[src/rtl/eeprom_word_fetch.sv]
// ----------------------------------------------------------------------------
// eeprom_word_fetch
//
// Fetches one 32-bit instruction word from a byte-wide parallel EEPROM
// (28C256-class). Each word costs four sequential byte reads. Every byte
// address is held for WAIT_CYCLES+1 clocks before its data is sampled. The
// four bytes are packed little-endian, so the byte at the lowest address
// lands in rsp_data[7:0].
//
// A request is rejected without touching the device when it is misaligned
// or when it lies at or above 2**ADDR_W. A rejected request returns
// rsp_err=1 and rsp_data=0.
//
// Ports
//   clk, reset_n          rising-edge clock, asynchronous active-low reset
//   req_valid/req_ready   word request handshake (req_ready high only in IDLE)
//   req_addr[31:0]        byte address of the requested word
//   rsp_valid/rsp_ready   response handshake
//   rsp_data[31:0]        assembled word, byte0 in [7:0] ... byte3 in [31:24]
//   rsp_err               request was rejected; rsp_data is zero
//   mem_addr[ADDR_W-1:0]  device byte address
//   mem_ce_n, mem_oe_n    device chip/output enable, active low
//   mem_data_in[7:0]      device data bus (read only)
//
// Parameters
//   ADDR_W       device byte-address width; must be less than 32
//   WAIT_CYCLES  extra cycles each byte address is held (device tACC), 0..15
// ----------------------------------------------------------------------------
module eeprom_word_fetch #(
   parameter int ADDR_W      = 15,
   parameter int WAIT_CYCLES = 3
) (
   input  logic              clk,
   input  logic              reset_n,
   input  logic              req_valid,
   output logic              req_ready,
   input  logic [31:0]       req_addr,
   output logic              rsp_valid,
   input  logic              rsp_ready,
   output logic [31:0]       rsp_data,
   output logic              rsp_err,
   output logic [ADDR_W-1:0] mem_addr,
   output logic              mem_ce_n,
   output logic              mem_oe_n,
   input  logic [7:0]        mem_data_in
);

   localparam int CNT_W  = 4;
   localparam int BASE_W = ADDR_W - 2;

   typedef enum logic [1:0] {
      ST_IDLE,
      ST_ACCESS,
      ST_RESP
   } state_e;

   state_e            state_q,     state_d;
   logic [BASE_W-1:0] base_q,      base_d;
   logic [1:0]        idx_q,       idx_d;
   logic [CNT_W-1:0]  cnt_q,       cnt_d;
   logic [31:0]       data_q,      data_d;
   logic              err_q,       err_d;
   logic              rsp_valid_q, rsp_valid_d;
   logic              req_ready_q, req_ready_d;
   logic              mem_en_n_q,  mem_en_n_d;

   logic              req_ok;

   // A word address is legal only when it is 4-byte aligned and fits the device.
   assign req_ok = (req_addr[1:0] == 2'b00) && (req_addr[31:ADDR_W] == '0);

   // Next-state logic.
   // NOTE: every _d gets a default from its _q before the case statement. No
   // path can leave a signal unassigned, so no latch can be inferred.
   always_comb begin
      state_d     = state_q;
      base_d      = base_q;
      idx_d       = idx_q;
      cnt_d       = cnt_q;
      data_d      = data_q;
      err_d       = err_q;
      rsp_valid_d = rsp_valid_q;
      req_ready_d = req_ready_q;
      mem_en_n_d  = mem_en_n_q;

      case (state_q)
         ST_IDLE: begin
            if (req_valid) begin
               // Clear the data register on every accept. This keeps bytes
               // from an earlier word out of an error response.
               data_d      = '0;
               req_ready_d = 1'b0;
               if (!req_ok) begin
                  err_d       = 1'b1;
                  rsp_valid_d = 1'b1;
                  state_d     = ST_RESP;
               end else begin
                  err_d      = 1'b0;
                  base_d     = req_addr[ADDR_W-1:2];
                  idx_d      = 2'd0;
                  cnt_d      = CNT_W'(WAIT_CYCLES);
                  mem_en_n_d = 1'b0;
                  state_d    = ST_ACCESS;
               end
            end
         end

         ST_ACCESS: begin
            if (cnt_q != '0) begin
               cnt_d = cnt_q - 1'b1;
            end else begin
               // Capture edge: sample the device byte into its lane.
               // mem_addr advances only here.
               data_d[{idx_q, 3'b000} +: 8] = mem_data_in;
               if (idx_q == 2'd3) begin
                  mem_en_n_d  = 1'b1;
                  rsp_valid_d = 1'b1;
                  state_d     = ST_RESP;
               end else begin
                  idx_d = idx_q + 1'b1;
                  cnt_d = CNT_W'(WAIT_CYCLES);
               end
            end
         end

         ST_RESP: begin
            // req_ready rises only after the handshake edge. A new request can
            // therefore be accepted on the following edge at the earliest.
            if (rsp_ready) begin
               rsp_valid_d = 1'b0;
               req_ready_d = 1'b1;
               state_d     = ST_IDLE;
            end
         end

         default: begin
            rsp_valid_d = 1'b0;
            req_ready_d = 1'b1;
            mem_en_n_d  = 1'b1;
            state_d     = ST_IDLE;
         end
      endcase
   end

   // State and output registers.
   // NOTE: this block holds sequential state, so it uses only non-blocking
   // assignments. Every flop then updates from pre-edge values, whatever
   // order the simulator runs the processes in.
   always_ff @(posedge clk or negedge reset_n) begin
      if (!reset_n) begin
         state_q     <= ST_IDLE;
         base_q      <= '0;
         idx_q       <= '0;
         cnt_q       <= '0;
         data_q      <= '0;
         err_q       <= 1'b0;
         rsp_valid_q <= 1'b0;
         req_ready_q <= 1'b1;
         // The asynchronous reset releases CE#/OE# at once. A fetch that is
         // interrupted mid-word leaves the device bus immediately.
         mem_en_n_q  <= 1'b1;
      end else begin
         state_q     <= state_d;
         base_q      <= base_d;
         idx_q       <= idx_d;
         cnt_q       <= cnt_d;
         data_q      <= data_d;
         err_q       <= err_d;
         rsp_valid_q <= rsp_valid_d;
         req_ready_q <= req_ready_d;
         mem_en_n_q  <= mem_en_n_d;
      end
   end

   assign req_ready = req_ready_q;
   assign rsp_valid = rsp_valid_q;
   assign rsp_data  = data_q;
   assign rsp_err   = err_q;
   // The word base and byte index are concatenated, not added, so the
   // address cannot wrap inside a word.
   assign mem_addr  = {base_q, idx_q};
   // CE# and OE# always move together for a read-only device.
   assign mem_ce_n  = mem_en_n_q;
   assign mem_oe_n  = mem_en_n_q;

endmodule
[config.mk]
export PLATFORM = sky130hd
export DESIGN_NAME = eeprom_word_fetch
export DESIGN_NICKNAME = d
export VERILOG_FILES = /design/src/rtl/eeprom_word_fetch.sv
export SDC_FILE = /design/constraint.sdc
export NUM_CORES = 1
export LEC_CHECK = 0
export BUFFER_PORTS_ARGS = -buffer_cell sky130_fd_sc_hd__buf_4
export CELL_PAD_IN_SITES_DETAIL_PLACEMENT = 1
export CELL_PAD_IN_SITES_GLOBAL_PLACEMENT = 2
export CORE_MARGIN = 2
export CORE_UTILIZATION = 32
export CTS_CLUSTER_SIZE = 20
export DETAILED_ROUTE_END_ITERATION = 12
export HOLD_SLACK_MARGIN = 0.05
export PLACE_DENSITY = 0.8
export SETUP_SLACK_MARGIN = 0.4
export SLEW_MARGIN = 20
export SYNTH_ARGS = -nofsm -noshare
export SYNTH_HDL_FRONTEND = slang
export SYNTH_SLANG_ARGS = --single-unit
[constraint.sdc]
create_clock -name clk -period 2.98 [get_ports clk]
set_input_delay 0.149 -clock clk [delete_from_list [all_inputs] [get_ports clk]]
set_output_delay 0.149 -clock clk [all_outputs]
set_load 0.005 [all_outputs]
Word-level counts from Yosys, hierarchy flattened

Cells that the tools add are included.

$add $sub $neg: 3
Equality and inequality tests: 11
Shift operators: 2
Mux-type cells: 33
Bitwise logic cells: 2
Reductions and logical operators: 15

Operators with widths:

| kind                   | count |
|---|---|
| $mux 32                | 2 |
| $pmux 32 s2            | 1 |
| $bwmux 32              | 1 |
| $shift 8x7->32 const A | 1 |
| $shiftx 8x7->32        | 1 |
| $mux 2                 | 9 |
| $logic_not 17->1       | 1 |
| $mux 4                 | 4 |
| $reduce_and 5->1       | 3 |
| $ne 2x2->1 const B     | 7 |
| $mux 1                 | 10 |
| $pmux 1 s3             | 3 |
| $reduce_and 3->1       | 3 |
| $pmux 4 s2             | 1 |
| $reduce_and 4->1       | 2 |
| $neg 5->7              | 1 |
| $pmux 2 s3             | 1 |
| $eq 2x2->1 const B     | 2 |
| $logic_not 2->1        | 2 |
| $pmux 2 s2             | 1 |
| $reduce_bool 4->1      | 1 |
| $sub 4x1->4 const B    | 1 |
| $ne 3x3->1 const B     | 1 |
| $add 2x1->2 const B    | 1 |
| 5 further kinds        | 6 |

Register bits: 57
Word-level logic and storage cells: 75

Longest topological paths before layout

Depth after elaboration: 5
Mapped depth: 7
Depth with buffers taken out: 6

Worst setup path after synthesis

No wires, ideal clock.

Kind: register -> register
From: register idx_q[0]
To: register data_q[16] (netlist: rsp_data[16])
Setup time: 0.095 ns
Arrival: 1.720 ns
Required time: 2.885 ns
Path slack: 1.165 ns
Cell stages (with the launch flop): 7
Clock period less this slack: 1.815 ns
Path through: dfrtp_1 > inv_1 > ha_1 > nand2_1 > nor4_4 > nand2_1 > o31ai_1

Longest elaborated chain between the ends: 5

Ends and longest elaborated chain:

| item                                              | RTL line | source |
|---|---|---|
| start: declaration                                | 59       | `logic [1:0] idx_q, idx_d;` |
| start signal: assignment                          | 165      | `idx_q <= idx_d;` |
| $neg 5->7 *                                       | 114      | `data_d[{idx_q, 3'b000} +: 8] = mem_data_in;` |
| $shiftx 8x7->32 or $shift 8x7->32 (tied branches) | 114      |  |
| $bwmux 32 *                                       | 114      |  |
| $mux 32 *                                         | 109      | `if (cnt_q != '0) begin` |
| $pmux 32 s2 *                                     | 86       | `case (state_q)` |
| end signal: assignment                            | 167      | `data_q <= data_d;` |
| end: declaration                                  | 61       | `logic [31:0] data_q, data_d;` |

Every way passes the cells marked *; elsewhere a longest branch is shown, timed or not. The select of a mux whose other input is x is not followed.
A chain may end at the register's enable or synchronous reset.

Worst setup path in the final report

From: register idx_q[0]
To: register data_q[17] (netlist: rsp_data[17])

Same word-level chain as after synthesis.

==> impl_metrics.env <==
export IMPL_worst_clock_skew_ps=7.46
export IMPL_num_vias=2176
export IMPL_yosys_register_bits=57
export IMPL_path_clk_slew_ps=70
export IMPL_end_kind="flip-flop"
export IMPL_core_um2=7770
export IMPL_finalHoldViolations=0
export IMPL_setup_viol=0
export IMPL_yosys_warnings=0
export IMPL_ys_flop_type="dfrtp_1"
export IMPL_max_cap_viol_count=0
export IMPL_max_clock_path_buffers=2
export IMPL_whs_ps=79.0
export IMPL_dr_pass1_iters=4
export IMPL_grt_setup_unrepaired="false"
export IMPL_nets=383
export IMPL_p_per_area_nw_per_um2=537
export IMPL_cts_tree="done"
export IMPL_gp_congestion=0.755
export IMPL_grt_max_degree=58
export IMPL_drive_above_1_share=0.414
export IMPL_cts_sinks=57
export IMPL_syn_nets=272
export IMPL_grt_pass1_wl_um=11900
export IMPL_io_pins=96
export IMPL_antenna_cells=0
export IMPL_cts_root_buf="clkbuf_8"
export IMPL_grt_overflow=0
export IMPL_drc_errors=0
export IMPL_setup_tns_ps=0
export IMPL_crit_required_ps=3210
export IMPL_drt_initial_drc_count=70
export IMPL_rows=32
export IMPL_grt_pass1_vias=2305
export IMPL_drv_slew=0
export IMPL_synthCells=222
export IMPL_die_h_um=94.0
export IMPL_power_w=0.00203
export IMPL_ys_types=41
export IMPL_hold_path_class="primary input to flip-flop"
export IMPL_die_area_um2=8830
export IMPL_p_leak_nw=1.83
export IMPL_ir_worst_vdd_v=0.000212
export IMPL_drtAntennaViolNets=0
export IMPL_tightest_slew_ps=770
export IMPL_critical_path_max_fanout=8
export IMPL_yosysSeqAreaShare=0.551
export IMPL_max_slew_margin=0.484
export IMPL_fmax_mhz=466
export IMPL_area_growth_syn_to_layout_pct=45.6
export IMPL_startpoint_type="flip-flop"
export IMPL_insertion_delay_ps=330
export IMPL_antenna_found_initial=0
export IMPL_wl_per_cell_um=16.6
export IMPL_htreeDepth=3
export IMPL_syn_area_per_cell_um2=11.7
export IMPL_syn_area_um2=2590
export IMPL_fin_crit_sh=0.720
export IMPL_via_per_inst=4.95
export IMPL_die_w_um=94.0
export IMPL_cp_arrival_ps=2380
export IMPL_routed_wl_um=7290
export IMPL_dp_hpwl_um=5250
export IMPL_cts_resized=0
export IMPL_path_class="flip-flop to flip-flop"
export IMPL_port_buffers=95
export IMPL_grt_util_all_layers=0.177
export IMPL_synthArstFlopShare=1.00
export IMPL_layout_min_cycle_time_ps=2150
export IMPL_cts_made_buffers=9
export IMPL_synth_edf_count=0
export IMPL_status="finished clean"
export IMPL_start_util=0.334
flip-flops by register name (all words and copies together) (netlist names):
register   flops
req_ready      1
state_q        2
rsp_err        1
rsp_data      32
idx_q          2
rsp_valid      1
cnt_q          4
base_q        13
mem_ce_n       1
worst paths after layout:
| path | end | cells after the start | slack [ps] | start |
|---|---|---|---|---|
| setup / recovery | rsp_data[17] | 6 | 830 | idx_q[0] |
| hold / removal | rsp_data[9] | 2 | 80 | mem_data_in[1] |
| setup reg to reg | rsp_data[17] | 6 | 830 | idx_q[0] |
| hold reg to reg | base_q[9] | 1 | 510 | base_q[9] |
| max in group asynchronous | rsp_data[18] | 2 | 2070 | reset_n |
| min in group asynchronous | base_q[9] | 2 | 420 | reset_n |
logic make-up after synthesis:
family | share of synthesized area
fa+ha+maj | 0.0290
compound gates | 0.192
simple gates | 0.139
mux | 0.0604
flops | 0.551
buf+inv | 0.0285
critical path, stage by stage, from the launching register on:
cell and delay [ps]:
dfrtp_1 530, inv_1 150, ha_1 480, nand2_1 150
nor4_4 390, nand2_1 120, o31ai_1 220
Yosys cell counts, types with 2 or more instances:
cell type	n	area, µm²
o31ai_1	16	120
a22o_1	16	140
buf_2	5	25.0
inv_1	5	18.8
o21ai_0	20	100
dfrtp_1	55	1380
mux2_2	13	146
nor3_2	2	20.0
nor2_1	9	33.8
ha_1	6	75.1
o22a_1	2	17.5
a31oi_1	4	25.0
a21oi_1	5	25.0
nand2_1	24	90.1
buf_4	2	15.0
nor4b_4	2	47.6
nor4_1	5	31.3
nand2b_1	3	18.8
or3_1	2	12.5
clkbuf_1	4	15.0
dfstp_2	2	52.6
final cells by class:
cell class,count,area (µm²)
repair buffers,111,868
inverters,5,18.8
fillers,852,3990
well taps,102,128
clock inverters,5,77.6
clock buffers,11,151
multi-input cells,149,1100
flip-flops and latches,57,1430
timing repair:
action	4_1_cts	5_1_grt
buffers inserted	0	0
hold buffers	14	0
endpoints found under the hold margin	68	0
report_power, final:
group	internal (W)	total [W]	switching (W)
Sequential	0.000812	0.000859	0.0000465
Clock	0.000513	0.000825	0.000311
Combinational	0.000152	0.000343	0.000191
metal layers:
layer	part of all wire	global-route usage	vias to the layer above
met2	0.49	0.276	40
li1	-	-	1046
met1	0.46	0.237	1080
met4	0.017	0.0700	0
met3	0.033	0.0417	10
met5	0	0	-
placed cells by master (no fill, tap or decap), drive strengths merged, types with 2 or more instances in the layout:
master       instances
a21oi                5
a22o                16
a31oi                5
buf                 97
bufinv               2
clkbuf              11
clkinv               2
dfrtp               55
dfstp                2
dlygate4sd3         14
ha                   6
inv                  5
mux2                13
nand2               25
nand2b               3
nor2                 9
nor3                 3
nor3b                2
nor4                 6
nor4b                2
o21ai               21
o22a                 2
o31ai               16
or3                  2
through the flow:
stage / util / area (µm²) / worst slack, ps / instances
global route: 0.486 / 3770 / 597 / 440
CTS: 0.484 / 3760 / 547 / 440
floorplan: - / 2590 / 1160 / 222
global placement: 0.437 / 3390 / 786 / 410
finish: 0.486 / 3770 / 834 / 440
detailed placement: 0.437 / 3390 / 560 / 410
Power figures use the tool's default switching activity.
